$ cat src/rtl/eth_reset_seq_pkg.sv
// Shared types and width helpers for the Ethernet reset sequencer.
// Imported by the sequencer top and reusable by neighbouring blocks.
package eth_reset_seq_pkg;

    typedef enum logic [2:0] {
        SYNC,
        HOLD,
        WAIT,
        DONE,
        FAULT
    } seq_state_e;

    // Bits needed to hold values 0..max_count (never narrower than one bit).
    function automatic int count_width(input int max_count);
        return (max_count < 2) ? 1 : $clog2(max_count + 1);
    endfunction

    function automatic int index_width(input int entries);
        return (entries < 2) ? 1 : $clog2(entries);
    endfunction

endpackage

$ cat src/rtl/eth_reset_sync.sv
// Async-assert / sync-deassert reset synchroniser.
// Also instantiated on its own in the other Ethernet clock domains.
module eth_reset_sync #(
    parameter int sync_stages_p = 2
) (
    input  logic clk_i,
    input  logic reset_n_i,
    output logic sync_reset_n_o
);

    logic [sync_stages_p-1:0] chain;

    always_ff @(posedge clk_i or negedge reset_n_i) begin
        if (!reset_n_i) begin
            chain <= '0;
        end else begin
            chain <= {chain[sync_stages_p-2:0], 1'b1};
        end
    end

    assign sync_reset_n_o = chain[sync_stages_p-1];

endmodule

$ cat src/rtl/eth_reset_sequencer.sv
// Ordered release of the Ethernet subsystem resets, with per-stage hold time,
// optional ready/lock gating, timeout fault and software re-sequencing.
module eth_reset_sequencer
    import eth_reset_seq_pkg::*;
#(
    parameter int                      num_stages_p     = 4,
    parameter int                      hold_cycles_p    = 16,
    parameter logic [num_stages_p-1:0] ready_mask_p     = '0,
    parameter int                      timeout_cycles_p = 1024,
    parameter int                      sync_stages_p    = 2
) (
    input  logic                                 clk_i,
    input  logic                                 reset_n_i,
    input  logic                                 soft_reset_i,
    input  logic [num_stages_p-1:0]              ready_i,
    output logic [num_stages_p-1:0]              reset_o,
    output logic [count_width(num_stages_p)-1:0] stage_o,
    output logic                                 done_o,
    output logic                                 fault_o
);

    localparam int StageW = count_width(num_stages_p);
    localparam int IdxW   = index_width(num_stages_p);
    localparam int CntW   = count_width(hold_cycles_p);
    localparam int TcntW  = count_width(timeout_cycles_p);

    localparam logic [CntW-1:0]  HoldLast    = CntW'(hold_cycles_p - 1);
    localparam logic [TcntW-1:0] TimeoutLast =
        TcntW'((timeout_cycles_p > 0) ? timeout_cycles_p - 1 : 0);
    localparam logic [IdxW-1:0]  LastIdx     = IdxW'(num_stages_p - 1);

    logic             sync_reset_n;
    seq_state_e       state;
    logic [IdxW-1:0]  stage_idx;
    logic [CntW-1:0]  hold_cnt;
    logic [TcntW-1:0] wait_cnt;

    eth_reset_sync #(
        .sync_stages_p(sync_stages_p)
    ) u_sync (
        .clk_i         (clk_i),
        .reset_n_i     (reset_n_i),
        .sync_reset_n_o(sync_reset_n)
    );

    // Soft reset parks the FSM at the start of HOLD for stage 0 and wins over
    // any hold expiry, ready or timeout seen in the same cycle.
    always_ff @(posedge clk_i or negedge reset_n_i) begin
        if (!reset_n_i) begin
            state     <= SYNC;
            stage_idx <= '0;
            hold_cnt  <= '0;
            wait_cnt  <= '0;
            reset_o   <= '1;
            stage_o   <= '0;
            done_o    <= 1'b0;
            fault_o   <= 1'b0;
        end else if (soft_reset_i && (state != SYNC)) begin
            state     <= HOLD;
            stage_idx <= '0;
            hold_cnt  <= '0;
            wait_cnt  <= '0;
            reset_o   <= '1;
            stage_o   <= '0;
            done_o    <= 1'b0;
            fault_o   <= 1'b0;
        end else begin
            case (state)
                SYNC: begin
                    if (sync_reset_n) begin
                        state     <= HOLD;
                        stage_idx <= '0;
                        hold_cnt  <= '0;
                    end
                end
                HOLD: begin
                    if (hold_cnt == HoldLast) begin
                        reset_o[stage_idx] <= 1'b0;
                        stage_o            <= stage_o + StageW'(1);
                        hold_cnt           <= '0;
                        if (stage_idx == LastIdx) begin
                            state  <= DONE;
                            done_o <= 1'b1;
                        end else if (ready_mask_p[stage_idx]) begin
                            state    <= WAIT;
                            wait_cnt <= '0;
                        end else begin
                            stage_idx <= stage_idx + IdxW'(1);
                        end
                    end else begin
                        hold_cnt <= hold_cnt + CntW'(1);
                    end
                end
                WAIT: begin
                    if (ready_i[stage_idx]) begin
                        state     <= HOLD;
                        stage_idx <= stage_idx + IdxW'(1);
                        hold_cnt  <= '0;
                    end else if ((timeout_cycles_p != 0) && (wait_cnt == TimeoutLast)) begin
                        state   <= FAULT;
                        fault_o <= 1'b1;
                    end else if (timeout_cycles_p != 0) begin
                        wait_cnt <= wait_cnt + TcntW'(1);
                    end
                end
                DONE, FAULT: begin
                end
                default: begin
                    state <= SYNC;
                end
            endcase
        end
    end

endmodule
$ cat config.mk
export PLATFORM = sky130hd
export DESIGN_NAME = eth_reset_sequencer
export DESIGN_NICKNAME = d
export VERILOG_FILES = /design/src/rtl/eth_reset_seq_pkg.sv /design/src/rtl/eth_reset_sync.sv /design/src/rtl/eth_reset_sequencer.sv
export SDC_FILE = /design/constraint.sdc
export NUM_CORES = 1
export LEC_CHECK = 0
export BUFFER_PORTS_ARGS = -buffer_cell sky130_fd_sc_hd__buf_4
export CAP_MARGIN = 20
export CORE_MARGIN = 4
export CORE_UTILIZATION = 25
export DETAILED_ROUTE_END_ITERATION = 10
export PLACE_DENSITY_LB_ADDON = 0.1
export SLEW_MARGIN = 20
export SYNTH_ARGS = -nofsm -noshare
export SYNTH_HDL_FRONTEND = slang
export SYNTH_SLANG_ARGS = --single-unit
$ cat constraint.sdc
create_clock -name clk_i -period 3 [get_ports clk_i]
set_clock_uncertainty 0.15 [all_clocks]
set_input_delay 0.15 -clock clk_i [delete_from_list [all_inputs] [get_ports clk_i]]
set_output_delay 0.15 -clock clk_i [all_outputs]
set_load 0.005 [all_outputs]
==> key figures, run 1 <==
Status
  – Run status: completed

Logic synthesis
  – FFs w/ async S/R, synth: 100.0%
  – YS warnings: 0
  – Sequential area share after synthesis: 45.87%
  – Share of the synthesized area in the top cell type: 39.89%
  – Synthesized area per cell: 9.705 um2
  – Post-Synthesis Cell Area: 0.001757 mm2
  – Largest cells by area after synthesis: dfrtp_1 40%, dfstp_2 6.0%, ha_1 5.0%
  – Yosys cell types: 50
  – Top_reg_cell synth: dfrtp_1
  – Flops & latches, synth: 32
  – Post-Syn Nets: 195
  – Mapped Cells: 181
  – Area leader, netlist: dfrtp_1
  – Post-synth EDFFs: 0

Place
  – Placed Cells: 288
  – Detailed placement HPWL: 3104 um
  – Placed Area: 0.001959 mm2
  – Routability congestion estimate from global placement: 0.8330
  – Post-Place Worst Slack: 0.6455 ns
  – Port buffer count: 15

Worst setup path
  – Critical path arrival: 2.38 ns
  – WS Path Type: register to register
  – Worst EP required: 3.01 ns
  – Startpoint types: register
  – R2r startpoint: wait_cnt[0]
  – Critical path fanouts, max: 9
  – Worst setup path startpoint: wait_cnt[0]
  – Nature of the critical path endpoint: register

Die
  – Die area: 0.008432 mm2
  – Die height: 91.83 um
  – # IOs: 16
  – Die X: 91.83 um
  – Core ar.: 0.006794 mm2
  – Starting density of the core: 25.86%
  – FP Rows: 30

CTS
  – Max clock buf depth: 2
  – TritonCTS buffer count: 5
  – CTS tree: built
  – CTS resizes: 0
  – Clock root buffer master: clkbuf_8
  – Post-CTS Setup Bufs: 0
  – H-tree depth: 2
  – Clock Sinks: 32
  – Worst skew pair latency: 0.29 ns
  – Clock slew at reported path FFs: 0.08 ns
  – Cts hold-fix bufs: 1

Timing
  – Hold Slack: 0.1017 ns
  – Final min period: 2.361 ns
  – Slew Viols, Final: 0
  – Setup ws final: 0.6388 ns
  – Slew HR: 64.55%
  – RSZ-0062 raised after global routing: false
  – Slew @ Worst Pin: 0.5318 ns
  – Setup TNS: 0 ns
  – Final Hold Fails: 0
  – # setup viols final: 0
  – Fmax: 423.5 MHz
  – Tcrit/Tclk final: 78.71%

Route
  – DRC errors left: 0
  – Final ANT Viol Nets: 0
  – Final WL: 4273 um
  – Total number of vias: 1435
  – Wire per inst: 14.39 um
  – Drt pass-1 iters: 4
  – Initial DRC Count: 42
  – Vias/cell: 4.832

Finish
  – Diodes inserted: 0
  – Cell Count, Final, Fillers Out: 297
  – Final core occ: 30.35%
  – Layout cells sized above 1: 17.91%
  – Final Net Count: 214
  – Syn-to-layout area delta: 17.38%
  – Fin area: 0.002062 mm2

Global route
  – Grt ovf: 0
  – Number of global-route vias before repair: 1394
  – Initial antenna violation count: 0
  – Largest net degree at the start of global routing: 33
  – GRT Total Usage: 10.63%
  – First-pass GRT wire length: 7079 um

Power
  – Max IR drop VDD: 168.3 uV
  – Total power: 1.187 mW
  – Power Density: 575.6 mW/mm2
  – Static leakage: 0.9386 nW

Flow run
  – Number of max-cap violations: 0

Worst hold path
  – HP Class: input port to register
  – Hold Startpoint: soft_reset_i
-- layer usage --
layer | global-route usage [%] | vias to the layer above | share of wire [%]
met5 | 0 | - | 0
met4 | 4.084 | 0 | 1.7
met3 | 3.035 | 6 | 3.5
met2 | 16.49 | 19 | 48
met1 | 13.95 | 708 | 47
li1 | - | 702 | -
-- cell families (layout without fill, tap and decap cells) --
group	Yosys count	after routing	synth area share, %
AOI/OAI and AO/OA	36	36	15.17
xor gates and xnor gates	3	3	1.496
adders and majority gates	7	7	4.986
buffers and inverters	17	37	5.128
DFF	32	32	45.87
muxes	4	4	3.134
other	1	1	0.2135
and+or+nand+nor	81	81	24.00
-- power breakdown --
part           switching [mW]  total [mW]  internal [mW]  leakage [nW]
sequential             0.0647       0.533          0.469         0.421
combinational           0.180       0.299          0.119         0.466
clock                   0.172       0.355          0.183        0.0510
total                   0.417        1.19          0.770         0.939
-- registers in the layout (all words and copies together), names as in the netlist --
signal	cells
state	3
done_o	1
fault_o	1
stage_idx	2
hold_cnt	5
u_sync.chain	2
wait_cnt	11
stage_o	3
reset_o	4
-- layout make-up --
cell class | instances | area [um2]
multi-input cells | 132 | 860.8
inverters | 10 | 37.54
clock buffers | 6 | 82.58
fillers | 700 | 4732
well taps | 96 | 120.1
flip-flops and latches | 32 | 805.8
repair buffers | 19 | 145.1
clock inverters | 2 | 10.01
-- Yosys cell counts, types with 4 or more instances --
cell type / instances
inv_1: 10
nand3_1: 11
a22o_1: 5
o21ai_0: 5
nand2_1: 18
nor3_1: 7
a21oi_1: 5
a211o_1: 4
dfstp_2: 4
nor4_1: 5
ha_1: 7
dfrtp_1: 28
nor2_1: 16
-- worst max-delay path, cell delays in order, from the launching register on --
cell     delay, ns
dfrtp_1       0.39
ha_1          0.21
nand3_1       0.18
nor4_1        0.51
or2_1         0.35
nor4b_1       0.10
or3_1         0.35
-- placed cells by master, fill, tap and decap left out, types with 2 or more instances in the layout --
cell / instances
mux2_2: 2
and4_1: 2
nor4_1: 5
a22o_1: 5
or4_1: 2
nor2_1: 16
clkbuf_8: 6
a31oi_1: 3
a211o_1: 4
a21oi_1: 5
or3_1: 3
dfrtp_1: 28
or2_2: 3
clkinv_2: 2
o31ai_1: 2
nor3_1: 7
ha_1: 7
o311ai_0: 2
nand3_1: 11
xnor2_1: 2
o21a_1: 2
dfstp_2: 4
nand2_1: 18
and3_1: 3
inv_1: 10
a311oi_1: 2
buf_4: 18
o21ai_0: 5
-- worst paths after layout --
path                              endpoint  slack, ns  cells after the start
max in group asynchronous       reset_o[1]       2.19                      2
min in group asynchronous       stage_o[2]       0.18                      2
max                            wait_cnt[7]       0.64                      6
max reg2reg                    wait_cnt[7]       0.64                      6
min                               state[0]       0.10                      3
min reg2reg                u_sync.chain[1]       0.20                      0
(Power assumes the default switching activity.)
==> inputs of run 2 (changes only) <==
==> constraint.sdc (replaced) <==
create_clock -name clk_i -period 2.1 [get_ports clk_i]
set_clock_uncertainty 0.15 [all_clocks]
set_input_delay 0.105 -clock clk_i [delete_from_list [all_inputs] [get_ports clk_i]]
set_output_delay 0.105 -clock clk_i [all_outputs]
set_load 0.005 [all_outputs]
==> run 2 against run 1 <==
- first-iteration DRC count up 50%
- utilization up 2.8 points
- hold slack worse by 0.036 ns
- critical endpoint is now wait_cnt[3]
- routed wire length up 3.5%
- power up 53%
- highest routed layer unchanged
- global-route usage up 0.44 points
- sequential cell count unchanged
- sequential share of layout area down 3.3 points
- clock power up 44%
- die area unchanged
==> key figures, run 2 (synthesis results as in run 1) <==
Status
  – Run status: completed

Route
  – Total number of vias: 1520 (+5.9%)
  – Final ANT Viol Nets: 0 (unchanged)
  – Initial DRC Count: 63 (+50%)
  – Drt pass-1 iters: 4 (unchanged)
  – Vias/cell: 4.735 (-2.0%)
  – Wire per inst: 13.78 um (-4.2%)
  – DRC errors left: 0 (unchanged)
  – Final WL: 4424 um (+3.5%)

Place
  – Port buffer count: 15 (unchanged)
  – Detailed placement HPWL: 3330 um (+7.3%)
  – Post-Place Worst Slack: -0.03884 ns (-0.6844 ns)
  – Routability congestion estimate from global placement: 0.7861 (-5.6%)

Finish
  – Layout cells sized above 1: 27.56% (+9.6 points)
  – Layout fillers: 699 (-0.14%)
  – Largest Register: wait_cnt
  – Commonest non-fill, non-tap cell in the layout: buf_4
  – Largest regs: wait_cnt: 11 flops, hold_cnt: 5 flops, reset_o: 4 flops
  – Max reg flops: 11 (unchanged)
  – Commonest cells after routing, fill and taps aside: 42 x buf_4, 28 x dfrtp_1, 18 x nand2_1
  – Final core occ: 33.13% (+2.8 points)
  – Diodes inserted: 0 (unchanged)
  – Syn-to-layout area delta: 28.13%
  – Final Net Count: 238 (+11%)

CTS
  – Clock Sinks: 32 (unchanged)
  – Clock root buffer master: clkbuf_8
  – Worst skew pair latency: 0.29 ns (about the same)
  – TritonCTS buffer count: 5 (unchanged)
  – H-tree depth: 2 (unchanged)
  – CTS tree: built
  – Clock slew at reported path FFs: 0.08 ns (about the same)
  – Max clock buf depth: 2 (unchanged)

Worst setup path
  – Nature of the critical path endpoint: register
  – FF-to-FF path depth: 4 (-2)
  – Worst EP required: 2.12 ns (-0.89 ns)
  – Critical path fanouts, max: 7 (-2)
  – Critical path arrival: 2.11 ns (-0.27 ns)
  – Startpoint types: register
  – WS Path Type: register to register

Global route
  – GRT Total Usage: 11.07% (+0.44 points)
  – Largest net degree at the start of global routing: 33 (unchanged)
  – Initial antenna violation count: 0 (unchanged)
  – Number of global-route vias before repair: 1520 (+9.0%)
  – First-pass GRT wire length: 7327 um (+3.5%)
  – Grt ovf: 0 (unchanged)

Die
  – Die X: 91.83 um (unchanged)
  – FP Rows: 30 (unchanged)
  – Core ar.: 0.006794 mm2 (unchanged)
  – Die area: 0.008432 mm2 (unchanged)
  – Starting density of the core: 25.86% (unchanged)
  – # IOs: 16 (unchanged)
  – Die height: 91.83 um (unchanged)

Timing
  – # setup viols final: 0 (unchanged)
  – Slew Viols, Final: 0 (unchanged)
  – Setup ws final: 0.01021 ns (-0.6286 ns)
  – RSZ-0062 raised after global routing: true
  – Fmax: 478.5 MHz (+13%)
  – Final min period: 2.090 ns (-0.2714 ns)
  – Setup TNS: 0 ns (unchanged)
  – Tcrit/Tclk final: 99.51% (+21 points)
  – Final Hold Fails: 0 (unchanged)

Power
  – Static leakage: 1.060 nW (+13%)
  – Max IR drop VDD: 436.5 uV (+160%)
  – Power Density: 806.2 mW/mm2 (+40%)

Worst hold path
  – Hold Path Cell Cnt: 3 (unchanged)
  – HP Class: input port to register

Flow run
  – Number of max-cap violations: 0 (unchanged)
==> run 2: cell types whose count changed in the layout (fill, tap and decap cells not counted) <==
cell,previous run,this run
nor4_2,0,1
buf_4,18,42
nor4_1,5,4
or2_4,0,1
or2_1,1,0
==> run 2: worst paths after layout <==
check	slack, ns	to	startpoint
min in group asynchronous	0.15	stage_o[2]	reset_n_i
max reg2reg	0.01	wait_cnt[3]	stage_idx[0]
max	0.01	wait_cnt[3]	stage_idx[0]
min reg2reg	0.20	u_sync.chain[1]	u_sync.chain[0]
min	0.07	state[0]	soft_reset_i
max in group asynchronous	1.33	reset_o[1]	reset_n_i
==> run 2: layer usage <==
layer / track usage [%] / vias to the layer above / wire, um
met5: 0 / - / 0
met1: 14.05 / 740 / 2107
met2: 17.71 / 27 / 2091
met4: 4.579 / 0 / 72
met3: 3.035 / 7 / 152
li1: - / 746 / -
==> run 2: report_power, final <==
group / internal (mW) / total [mW] / switching (mW)
clock: 0.262 / 0.511 / 0.249
combinational: 0.266 / 0.585 / 0.318
sequential: 0.670 / 0.719 / 0.0492
total: 1.20 / 1.81 / 0.617
==> run 2: through the flow <==
stage / cells / hold WS, ns / power (mW) / area, um2
finish: 321 / 0.06598 / 1.815 / 2251
global route: 321 / 0.1346 / 1.938 / 2251
CTS: 320 / 0.07101 / 1.825 / 2237
detailed placement: 310 / -0.06361 / 1.301 / 2125
global placement: 310 / -0.07500 / 1.293 / 2125
floorplan: 181 / -0.3406 / 1.062 / 1757
==> run 2: area by class of cell <==
type,count,area [um2],area share [%]
clock buffers,6,82.58,3.669
clock inverters,2,10.01,0.4447
inverters,10,37.54,1.668
multi-input cells,132,869.6,38.63
flip-flops and latches,32,805.8,35.80
well taps,96,120.1,5.336
repair buffers,43,325.3,14.45
==> run 2: worst max-delay path, stage by stage, from the launching register on <==
cell	delay, ns
dfrtp_1	0.37
mux4_2	0.57
or2_4	0.29
o311a_1	0.33
a311o_1	0.27
==> run 2: repair_timing <==
| action | CTS | global route |
|---|---|---|
| gates resized for setup | 1 | 1 |
| buffers inserted | 1 | 1 |
| hold buffers | 1 | 0 |
| endpoints found under the setup margin | 1 | 9 |
| pin swaps | 0 | 6 |
| hold endpoints to repair | 32 | 0 |
